$ cat config.mk
export PLATFORM = sky130hd
export DESIGN_NAME = softmax_stream_adapter
export DESIGN_NICKNAME = d
export VERILOG_FILES = /design/src/rtl/softmax_pkg.sv /design/src/rtl/softmax_stream_adapter.sv
export SDC_FILE = /design/constraint.sdc
export NUM_CORES = 1
export LEC_CHECK = 0
export CORE_AREA = 4 4 196 198
export DETAILED_ROUTE_END_ITERATION = 16
export DIE_AREA = 0 0 200 202
export MAX_ROUTING_LAYER = met4
export PLACE_DENSITY_LB_ADDON = 0.05
export REMOVE_ABC_BUFFERS = 1
export SYNTH_ARGS = -nofsm -noshare
export SYNTH_HDL_FRONTEND = slang
export SYNTH_SLANG_ARGS = --single-unit
$ cat constraint.sdc
create_clock -name clk -period 5 [get_ports clk]
set_clock_uncertainty 0.1 [all_clocks]
set_input_delay 0.5 -clock clk [delete_from_list [all_inputs] [get_ports clk]]
set_output_delay 0.5 -clock clk [all_outputs]
set_load 0.02 [all_outputs]
$ cat src/rtl/softmax_pkg.sv
// Shared types and defaults for the softmax streaming adapter.
// Element widths follow the LUT softmax core fixed-point formats.
`timescale 1ns/1ps
package softmax_pkg;

    localparam int DEF_DATACOUNT = 10;
    localparam int DEF_IN_W      = 8;
    localparam int DEF_OUT_W     = 16;
    localparam int DEF_CORE_LAT  = 1;

    // Most negative input: exp() of it is ~0, so padded slots vanish.
    localparam logic [DEF_IN_W-1:0] DEF_PAD_VAL = 8'h80;

    typedef logic [DEF_IN_W-1:0]  in_elem_t;
    typedef logic [DEF_OUT_W-1:0] out_elem_t;

    typedef enum logic [1:0] {
        FILL,
        COMPUTE,
        DRAIN
    } state_t;

endpackage

$ cat src/rtl/softmax_stream_adapter.sv
// Element-stream front/back end around the parallel softmax core.
// Collects a frame, waits for the core to settle, then drains results.
`timescale 1ns/1ps
module softmax_stream_adapter
    import softmax_pkg::*;
#(
    parameter int DATACOUNT = DEF_DATACOUNT,
    parameter int IN_W      = DEF_IN_W,
    parameter int OUT_W     = DEF_OUT_W,
    parameter int CORE_LAT  = DEF_CORE_LAT,
    parameter logic [IN_W-1:0] PAD_VAL = IN_W'(DEF_PAD_VAL)
) (
    input  logic                      clk,
    input  logic                      rst_n,
    input  logic                      in_valid,
    output logic                      in_ready,
    input  logic [IN_W-1:0]           in_data,
    input  logic                      in_last,
    output logic [DATACOUNT*IN_W-1:0] core_in,
    input  logic [DATACOUNT*OUT_W-1:0] core_out,
    output logic                      out_valid,
    input  logic                      out_ready,
    output logic [OUT_W-1:0]          out_data,
    output logic                      out_last,
    output logic                      busy,
    output logic                      frame_err
);

    localparam int IW = $clog2(DATACOUNT + 1);
    localparam int CW = (CORE_LAT < 2) ? 1 : $clog2(CORE_LAT + 1);
    localparam logic [IW-1:0] LAST_SLOT = IW'(DATACOUNT - 1);
    localparam logic [CW-1:0] LAT_INIT  = CW'(CORE_LAT);

    state_t            state;
    logic [IW-1:0]     idx;
    logic [IW-1:0]     n_elem;
    logic [IW-1:0]     oidx;
    logic [CW-1:0]     wcnt;
    logic [IN_W-1:0]   slot     [DATACOUNT];
    logic [OUT_W-1:0]  obuf     [DATACOUNT];
    logic [OUT_W-1:0]  core_res [DATACOUNT];

    logic              accept;
    logic              close_now;
    logic [IW-1:0]     last_oidx;
    logic [IW-1:0]     next_oidx;

    for (genvar g = 0; g < DATACOUNT; g++) begin : g_pack
        assign core_in[g*IN_W +: IN_W] = slot[g];
        assign core_res[g] = core_out[g*OUT_W +: OUT_W];
    end

    assign in_ready  = (state == FILL);
    assign busy      = (state != FILL);
    assign accept    = in_valid && in_ready;
    assign close_now = in_last || (idx == LAST_SLOT);
    assign last_oidx = n_elem - IW'(1);
    assign next_oidx = oidx + IW'(1);

    // Frame collection, settle countdown, result capture and drain.
    always_ff @(posedge clk or negedge rst_n) begin
        if (!rst_n) begin
            state     <= FILL;
            idx       <= '0;
            n_elem    <= '0;
            oidx      <= '0;
            wcnt      <= '0;
            out_valid <= 1'b0;
            out_data  <= '0;
            out_last  <= 1'b0;
            frame_err <= 1'b0;
            for (int j = 0; j < DATACOUNT; j++) begin
                slot[j] <= '0;
                obuf[j] <= '0;
            end
        end else begin
            frame_err <= 1'b0;
            unique case (state)
                FILL: begin
                    if (accept) begin
                        slot[idx] <= in_data;
                        if (close_now) begin
                            n_elem <= idx + IW'(1);
                            for (int j = 0; j < DATACOUNT; j++) begin
                                if (IW'(j) > idx) begin
                                    slot[j] <= PAD_VAL;
                                end
                            end
                            wcnt      <= LAT_INIT;
                            frame_err <= !in_last;
                            state     <= COMPUTE;
                        end else begin
                            idx <= idx + IW'(1);
                        end
                    end
                end
                COMPUTE: begin
                    wcnt <= wcnt - CW'(1);
                    if (wcnt == CW'(1)) begin
                        for (int j = 0; j < DATACOUNT; j++) begin
                            obuf[j] <= core_res[j];
                        end
                        oidx  <= '0;
                        state <= DRAIN;
                    end
                end
                DRAIN: begin
                    if (!out_valid) begin
                        out_valid <= 1'b1;
                        out_data  <= obuf[oidx];
                        out_last  <= (oidx == last_oidx);
                    end else if (out_ready) begin
                        if (out_last) begin
                            out_valid <= 1'b0;
                            out_last  <= 1'b0;
                            idx       <= '0;
                            state     <= FILL;
                        end else begin
                            oidx     <= next_oidx;
                            out_data <= obuf[next_oidx];
                            out_last <= (next_oidx == last_oidx);
                        end
                    end
                end
                default: state <= FILL;
            endcase
        end
    end

endmodule

-- Word-level counts from Yosys, hierarchy flattened
Cells that the tools add are included.
- add/subtract/negate cells: 4
- multiply operators: 0
- divide/modulo/power cells: 0
- $lt $le $gt $ge: 14
- equal/unequal tests: 15
- shift operators: 0
- mux-type cells: 53
- bitwise operators: 3
- reductions and logical operators: 18
- operators with widths (operator ; number):
    16-bit binary-select mux with 4-bit select ; 2
    16-bit 2-to-1 mux ; 7
    8-bit 2-to-1 mux ; 11
    80-bit bitwise mux ; 1
    80-bit 2-to-1 mux ; 1
    4-bit 2-to-1 mux ; 9
    8-bit demux with 4-bit select ; 1
    3-bit by 4-bit > comparator with 1-bit output (first input constant) ; 4
    4-bit one-hot mux with 2 select lines ; 2
    5-bit >= comparator (second input constant) ; 3
    4-bit NOT with 5-bit output ; 3
    2-bit inequality test (second input constant) ; 7
    2-bit 2-to-1 mux ; 6
    6-bit AND reduction ; 2
    1-bit 2-to-1 mux ; 11
    3-bit AND reduction ; 3
    4-bit by 1-bit adder with 4-bit output (second input constant) ; 2
    4-bit equality test ; 2
    1-bit by 4-bit > comparator with 1-bit output (first input constant) ; 2
    2-bit by 4-bit > comparator with 1-bit output (first input constant) ; 2
    4-bit > comparator (first input constant) ; 2
    2-bit nonzero test ; 4
    2-bit by 1-bit inequality test with 1-bit output (second input constant) ; 3
    2-bit one-hot mux with 3 select lines ; 1
    13 further kinds ; 16
- register bits after elaboration: 274
- latch bits: 0
- RAM bits: 0
- memory bits (read-only): 0
- bits of input ports: 173
- output and inout bits: 101
- memories kept: 0

-- Longest topological paths before layout
Gate-level depths: netlist of the first run.
- depth in word-level cells: 8
- gate-level depth with buffers: 9
- gate-level depth less buffers: 6

-- Worst setup path after synthesis of the first run
No wires, ideal clock.
- path kind: flip-flop to flip-flop
- from: register oidx[1]
- to: register out_data[0]
- library setup time: 0.124 ns
- arrival: 2.065 ns
- data required time: 4.776 ns
- path slack: 2.711 ns
- stages on the path, launching flop included: 8
- buffers on the path: 2
- clock period less this slack: 2.289 ns
- cell sequence: dfrtp_1 > ha_1 > buf_2 > buf_2 > mux4_2 > inv_1 > o22ai_1 > o31a_1
- word-level cells in the longest chain between the ends: 8
- elaborated cells between the ends (all ways): 12
- classes of those cells: add/sub: 1; mux: 9; bitwise: 2
- ends and longest elaborated chain (element ; RTL line ; text):
    start, declared ; softmax_stream_adapter.sv:37 ; logic [IW-1:0] oidx;
    start signal, assigned ; softmax_stream_adapter.sv:119 ; oidx <= next_oidx;
    4-bit by 1-bit adder with 4-bit output ; softmax_stream_adapter.sv:58 ; assign next_oidx = oidx + IW'(1);
    4-bit NOT with 5-bit output (not written as such) ; softmax_stream_adapter.sv:120 ; out_data <= obuf[next_oidx];
    16-bit binary-select mux with 4-bit select ; softmax_stream_adapter.sv:120 ;
    16-bit 2-to-1 mux (not written as such) (2 in series) ; softmax_stream_adapter.sv:120 ;
    16-bit 2-to-1 mux ; softmax_stream_adapter.sv:113 ; if (out_last) begin
    16-bit 2-to-1 mux ; softmax_stream_adapter.sv:112 ; end else if (out_ready) begin
    16-bit 2-to-1 mux (*) ; softmax_stream_adapter.sv:108 ; if (!out_valid) begin
    end signal, assigned ; softmax_stream_adapter.sv:110 ; out_data <= obuf[oidx];
    end signal, assigned ; softmax_stream_adapter.sv:120 ;
    end, declared ; softmax_stream_adapter.sv:23 ; output logic [OUT_W-1:0] out_data,
Mark *: on every way between the ends. The rest lies on a longest branch, timed or not. The select of a mux whose other input is x is not followed.
A chain may end at the register's enable or synchronous reset.

-- Final worst setup path of the first run
- from: register oidx[0]
- to: register out_data[11]
The elaborated chain is that of the path after synthesis.

==> impl_results.md, run 1 <==
- Crit path launch type: flip-flop
- Crit-path max cell delay: 0.97 ns
- Setup WS post-layout: 1.86 ns
- Worst-path clk slew: 0.05 ns
- Period utilization: 0.627
- Hold Path Class: reg -> reg
- Die Footprint: 40400 sq um
- GRT Util Overall: 0.212
- Starting Density: 0.379
- DRT Pass-1 Iters: 5
- Routed Antenna Nets: 0
- Clock buffer depth: 3
- N_diodes: 0
- Data arrival time of the worst path: 3.41 ns
- Clk network pwr share: 0.213
- Wirelength per Cell: 19.3 microns
- DRC: 0
- Slowest CP cell: dfrtp_4
- Vias per cell: 5.16
- Worst path buffer plus inverter count: 1
- Logic gate share of total power: 0.427
- First-pass GRT wire length: 66200 microns
- Row Count: 70
- Post-synth top flop: dfrtp_1
- Fillers: 3526
- Highest clock rate: 0.319 GHz
- DR iter-0 viols: 779
- Setup-failing EPs final: 0
- Post-CTS Resized: 0
- Tightest Pin Transition: 1.16 ns
- Kind of cell adding the most delay to the critical path: flip-flops
- Fin crit period: 3.14 ns
- Via count: 11373
- Main area contributors after synthesis: dfrtp_1, nand2_1, mux4_2
- Peak supply drop: 234 uV
- NumNets Final: 1894
- Cells along the critical path: buf_4 -> mux4_2 -> nor2b_1 -> nor3_1 -> o22a_1 -> o31a_1
- Tot Pwr: 11.4 mW
- CTS tree: done
- Largest net degree at the start of global routing: 113
- Final wirelength: 42600 microns
- Post-DP HPWL: 28000 microns
- Footprint of the multi-input gates: 6350 sq um
- Net Sw Frac: 0.376
- Die W: 200 microns
- Unique masters post-synth: 46
- Share of cells above drive strength 1: 0.104
- Pins Over Slew Limit: 0
- Sequential power share: 0.360
- Register Area: 6860 sq um
- Final Hold Vio Count: 0
- CP Max Fanout: 63
- H-tree level count: 2
- Grt ovf: 0
- Most common cell in the synthesized netlist: nand2_1
- Dpl ws: 1.77 ns
- Status: completed
- Slew HR: 0.227
- Setup TNS: 0 ns
- Leak pwr: 8.03 nW
- CP Class: reg -> reg
- Core area: 36500 sq um
- CTS Root Cell: clkbuf_16
- Vias in the first global route: 11442
- Initial antenna violation count: 0
- P&R area growth vs syn: 29.9%
- #FFs+latches synth: 274
- Fin area: 18000 sq um
- Avg Cell Area, Syn: 9.26 sq um
- RSZ-0062 raised after global routing: no
- Postcts setup bufs: 0
- Max-Cap Viols: 0
- Clock Sink Count: 274
- Cells after Synth: 1494
- RePlAce Congestion: 0.785
- EDFF count, synth: 0
- Yosys top cell area share: 0.496
- Required time of the critical path: 5.27 ns
- Int Pwr: 7.14 mW
- Synth Cell Area: 13800 sq um
- I/O pin count: 274
- Synth Warn #: 0
- CTS Buf Count: 34
- Clk Latency, worst-skew pair: 0.51 ns
- Placed Instance Area: 16800 sq um
- Post-synth top cells: nand2_1, dfrtp_1, nand3_1
- Ys async rst share: 1.00
- Final core occ: 0.492
- IO Port Bufs: 273
- Die span in y: 202 microns
- Crit path capture type: flip-flop
- NetSw: 4.30 mW
- Register area share after synthesis: 0.496
- PwrDens: 637 nW/um^2
- Top cell type by total area after synthesis: dfrtp_1
[worst paths after layout]
| path | startpoint | depth (start not counted) | endpoint | slack [ns] |
|---|---|---|---|---|
| worst max register to register | oidx[0]$_DFFE_PN0P_ | 6 | out_data[11]$_DFFE_PN0P_ | 1.86 |
| worst max-delay path | oidx[0]$_DFFE_PN0P_ | 6 | out_data[11]$_DFFE_PN0P_ | 1.86 |
| worst min register to register | obuf[96]$_DFFE_PN0P_ | 2 | obuf[96]$_DFFE_PN0P_ | 0.39 |
| max in group asynchronous | rst_n | 3 | obuf[41]$_DFFE_PN0P_ | 3.24 |
| min in group asynchronous | rst_n | 2 | obuf[33]$_DFFE_PN0P_ | 0.51 |
| worst min-delay path | obuf[96]$_DFFE_PN0P_ | 2 | obuf[96]$_DFFE_PN0P_ | 0.39 |
[sequential cells by signal, indices dropped and copies added, names as in the netlist]
register,flops
core_in,80
frame_err,1
idx,4
n_elem,4
obuf,160
oidx,4
out_data,16
out_last,1
out_valid,1
state,2
wcnt,1
[power groups by stage]
stage	Combinational [mW]	Clock, mW	Sequential [mW]
2_1_floorplan	3.07	0	4.26
3_3_place_gp	4.85	0	4.13
3_5_place_dp	4.92	0	4.15
4_1_cts	4.94	2.50	4.13
5_1_grt	5.41	2.59	4.27
6_report	4.88	2.44	4.12
[layout make-up]
cell class | instances | area share
inverters | 37 | 0.00773
multi-input cells | 1076 | 0.354
repair buffers | 291 | 0.162
clock buffers | 51 | 0.0584
clock inverters | 8 | 0.00404
flip-flops and latches | 274 | 0.382
well taps | 468 | 0.0326
[worst register-to-register path: cells and delay by family, from the launching register on]
kind,cells,cell delay [ns]
AND/OR/NAND/NOR,2,0.18
AO/OA/AOI/OAI,2,0.29
buffers and inverters,1,0.83
flip-flops,1,0.97
multiplexers,1,0.64
[routing by layer]
layer | up-vias | global-route usage | part of all wire
met1 | 5587 | 0.316 | 0.48
met4 | 0 | 0.0335 | 0.012
met5 | - | - | 0
li1 | 5453 | - | -
met3 | 43 | 0.0272 | 0.048
met2 | 290 | 0.319 | 0.46
[logic make-up after synthesis]
logic type,Yosys count,synth area share
buffers and inverters,144,0.0471
adder cells (fa/ha/maj),7,0.00633
XOR/XNOR,11,0.00697
multiplexers,124,0.137
flip-flops,274,0.496
AND/OR/NAND/NOR,760,0.229
AO/OA/AOI/OAI,174,0.0777
[per-stage QoR]
step	cells	hold slack (ns)
3_5_place_dp	2145	0.381
5_1_grt	2205	0.406
4_1_cts	2205	0.395
2_1_floorplan	1387	0.104
6_report	2205	0.393
3_3_place_gp	2145	0.374
[layout by cell type (no fill, tap or decap), drive strengths merged, types with 34 or more instances in the layout]
master / netlist / final
nand2: 581 / 581
clkdlybuf4s50: 0 / 272
dfrtp: 274 / 274
o22ai: 34 / 34
mux4: 48 / 48
nand3: 76 / 76
mux2: 41 / 41
mux2i: 35 / 35
a21oi: 66 / 66
inv: 37 / 37
clkbuf: 50 / 51
[timing repair]
action / 4_1_cts / 5_1_grt
setup endpoints to repair: 0 / 0
hold buffers: 1 / 0
endpoints found under the hold margin: 5 / 0
No activity file was read; power rests on OpenSTA's default activity.
==> run 2, diff against run 1 <==
==> constraint.sdc (replaced) <==
create_clock -name clk -period 2.54 [get_ports clk]
set_clock_uncertainty 0.1 [all_clocks]
set_input_delay 0.254 -clock clk [delete_from_list [all_inputs] [get_ports clk]]
set_output_delay 0.254 -clock clk [all_outputs]
set_load 0.02 [all_outputs]
==> impl_results.md, run 2 (synthesized netlist as in run 1, its figures left out) <==
- Slew HR: 0.536 (+0.310)
- RSZ-0062 raised after global routing: no
- Worst hold slack: 0.171 ns (-0.223 ns)
- Final core occ: 0.504 (+0.0125)
- Vias per cell: 5.14 (-0.37%)
- RePlAce Congestion: 0.783 (-0.23%)
- DR iter-0 viols: 728 (-6.5%)
- Wirelength per Cell: 19.2 microns (-0.87%)
- Logic gate share of total power: 0.439 (+0.012)
- Peak supply drop: 634 uV (+170%)
- First-pass GRT wire length: 67000 microns (+1.2%)
- Clk network pwr share: 0.220 (+0.007)
- P&R area growth vs syn: 33.1%
- Required time of the critical path: 2.19 ns (-3.08 ns)
- DRT Pass-1 Iters: 5 (unchanged)
- CP Max Fanout: 10 (-84%)
- NumNets Final: 1923 (+1.5%)
- Worst-path clk slew: 0.06 ns (about the same)
- Fin crit period: 2.45 ns
- Post-DP HPWL: 29300 microns (+4.5%)
- Fillers: 3506 (-0.57%)
- Die W: 200 microns (unchanged)
- I/O pin count: 274 (unchanged)
- Setup-failing EPs final: 0 (unchanged)
- Clock buffer depth: 3 (unchanged)
- Int Pwr: 14.7 mW (+110%)
- Placed Instance Area: 17200 sq um (+2.3%)
- Leak pwr: 8.28 nW (+3.1%)
- Final wirelength: 42800 microns (+0.53%)
- Worst Hold Depth: 3 (+1)
- Most common cell after layout, fill and taps aside: nand2_1
- Setup TNS: 0 ns (unchanged)
- Clk Latency, worst-skew pair: 0.51 ns (about the same)
- Setup slack, reg-to-reg: 0.31 ns (-1.55 ns)
- Sequential power share: 0.340 (-0.020)
- CP Class: reg -> out
- Max-Cap Viols: 0 (unchanged)
- CTS Root Cell: clkbuf_16
- CTS Buf Count: 34 (unchanged)
- Die Footprint: 40400 sq um (unchanged)
- Core area: 36500 sq um (unchanged)
- Most frequent cells in the layout: nand2_1, dfrtp_1, clkdlybuf4s50_1
- Most flops, register: obuf
- Die span in y: 202 microns (unchanged)
- Pins Over Slew Limit: 0 (unchanged)
- CTS tree: done
- Clock Sink Count: 274 (unchanged)
- Crit path launch type: flip-flop
- Initial antenna violation count: 0 (unchanged)
- Starting Density: 0.379 (unchanged)
- Reg2reg path depth: 6 (unchanged)
- Highest clock rate: 0.408 GHz
- DRC: 0 (unchanged)
- Share of cells above drive strength 1: 0.119 (+0.0152)
- Status: completed
- Period utilization: 0.965
- Net Sw Frac: 0.369 (-0.00677)
- H-tree level count: 2 (unchanged)
- GRT Util Overall: 0.214 (+0.00214)
- Row Count: 70 (unchanged)
- Hold Crit Start: core_out[139]
- Routed Antenna Nets: 0 (unchanged)
- Largest register FFs: 160 (unchanged)
- Vias in the first global route: 11652 (+1.8%)
- NetSw: 8.57 mW (+99%)
- Footprint of the multi-input gates: 6350 sq um (unchanged)
- Via count: 11490 (+1.0%)
- IO Port Bufs: 273 (unchanged)
- Crit path capture type: output pin
- RR Startpoint: oidx[0]$_DFFE_PN0P_
- Tightest Pin Transition: 0.693 ns (-0.467 ns)
- Post-CTS Resized: 0 (unchanged)
- PwrDens: 1260 nW/um^2 (+98%)
- Grt ovf: 0 (unchanged)
- Tot Pwr: 23.2 mW (+100%)
- Hold Path Class: in -> reg
- Data arrival time of the worst path: 2.10 ns (-1.31 ns)
- RR Endpoint: out_data[10]$_DFFE_PN0P_
- Register Area: 6860 sq um (unchanged)
- Largest net degree at the start of global routing: 98 (-13%)
- Hold Path End: obuf[27]$_DFFE_PN0P_
- Fin area: 18400 sq um (+2.5%)
- Final Hold Vio Count: 0 (unchanged)
run 2: cell types whose count changed in the layout (fill, tap and decap cells not counted), sizes merged:
cell,previous run,this run
diode,0,1
buf,18,47
bufinv,1,4
clkinvlp,3,0
clkinv,4,5
run 2: layer usage:
| layer | vias up | part of all wire | GRT usage |
|---|---|---|---|
| li1 | 5508 | - | - |
| met1 | 5675 | 0.48 | 0.311 |
| met2 | 265 | 0.46 | 0.326 |
| met3 | 42 | 0.043 | 0.0323 |
| met4 | 0 | 0.015 | 0.0369 |
| met5 | - | 0 | - |
run 2: repair_timing:
item / 4_1_cts / 5_1_grt
setup buffers: 0 / 0
hold endpoints to repair: 49 / 0
hold buffers: 1 / 0
run 2: layout make-up:
type / count / area share
multi-input combinational: 1076 / 0.345
clock buffer: 51 / 0.0569
tap: 468 / 0.0318
clock inverter: 9 / 0.00788
antenna: 1 / 0.000136
timing repair buffer: 320 / 0.178
sequential: 274 / 0.373
inverter: 37 / 0.00754
run 2: worst max-delay path: stages, from the launching register on:
cell,delay [ns]
dfrtp_1,0.41
buf_4,0.19
or2_2,0.29
inv_1,0.08
clkdlybuf4s50_1,0.62
run 2: power by group through the flow:
stage	combinational (mW)	sequential, mW	clock (mW)
detailed placement	10.3	7.95	0
floorplan	6.04	8.40	0
global placement	10.2	7.90	0
global route	11.3	8.15	5.43
finish	10.2	7.91	5.12
CTS	10.4	7.89	5.25
run 2: worst max path at each step:
stage | endpoint | slack (ns) | cells past startpoint | from
CTS | in_ready | 0.05 | 4 | state[1]$_DFFE_PN0P_
global route | in_ready | 0.02 | 4 | state[1]$_DFFE_PN0P_
global placement | out_data[8]$_DFFE_PN0P_ | 0.33 | 6 | oidx[0]$_DFFE_PN0P_
floorplan | out_data[10]$_DFFE_PN0P_ | -3.44 | 5 | oidx[0]$_DFFE_PN0P_
detailed placement | core_in[20]$_DFFE_PN0P_ | 0.31 | 7 | in_valid
finish | in_ready | 0.09 | 4 | state[1]$_DFFE_PN0P_
run 2: stage by stage:
step / cells / worst slack (ns)
floorplan: 1387 / -3.44
global placement: 2174 / 0.335
detailed placement: 2174 / 0.306
CTS: 2235 / 0.0507
global route: 2235 / 0.0240
finish: 2236 / 0.0890
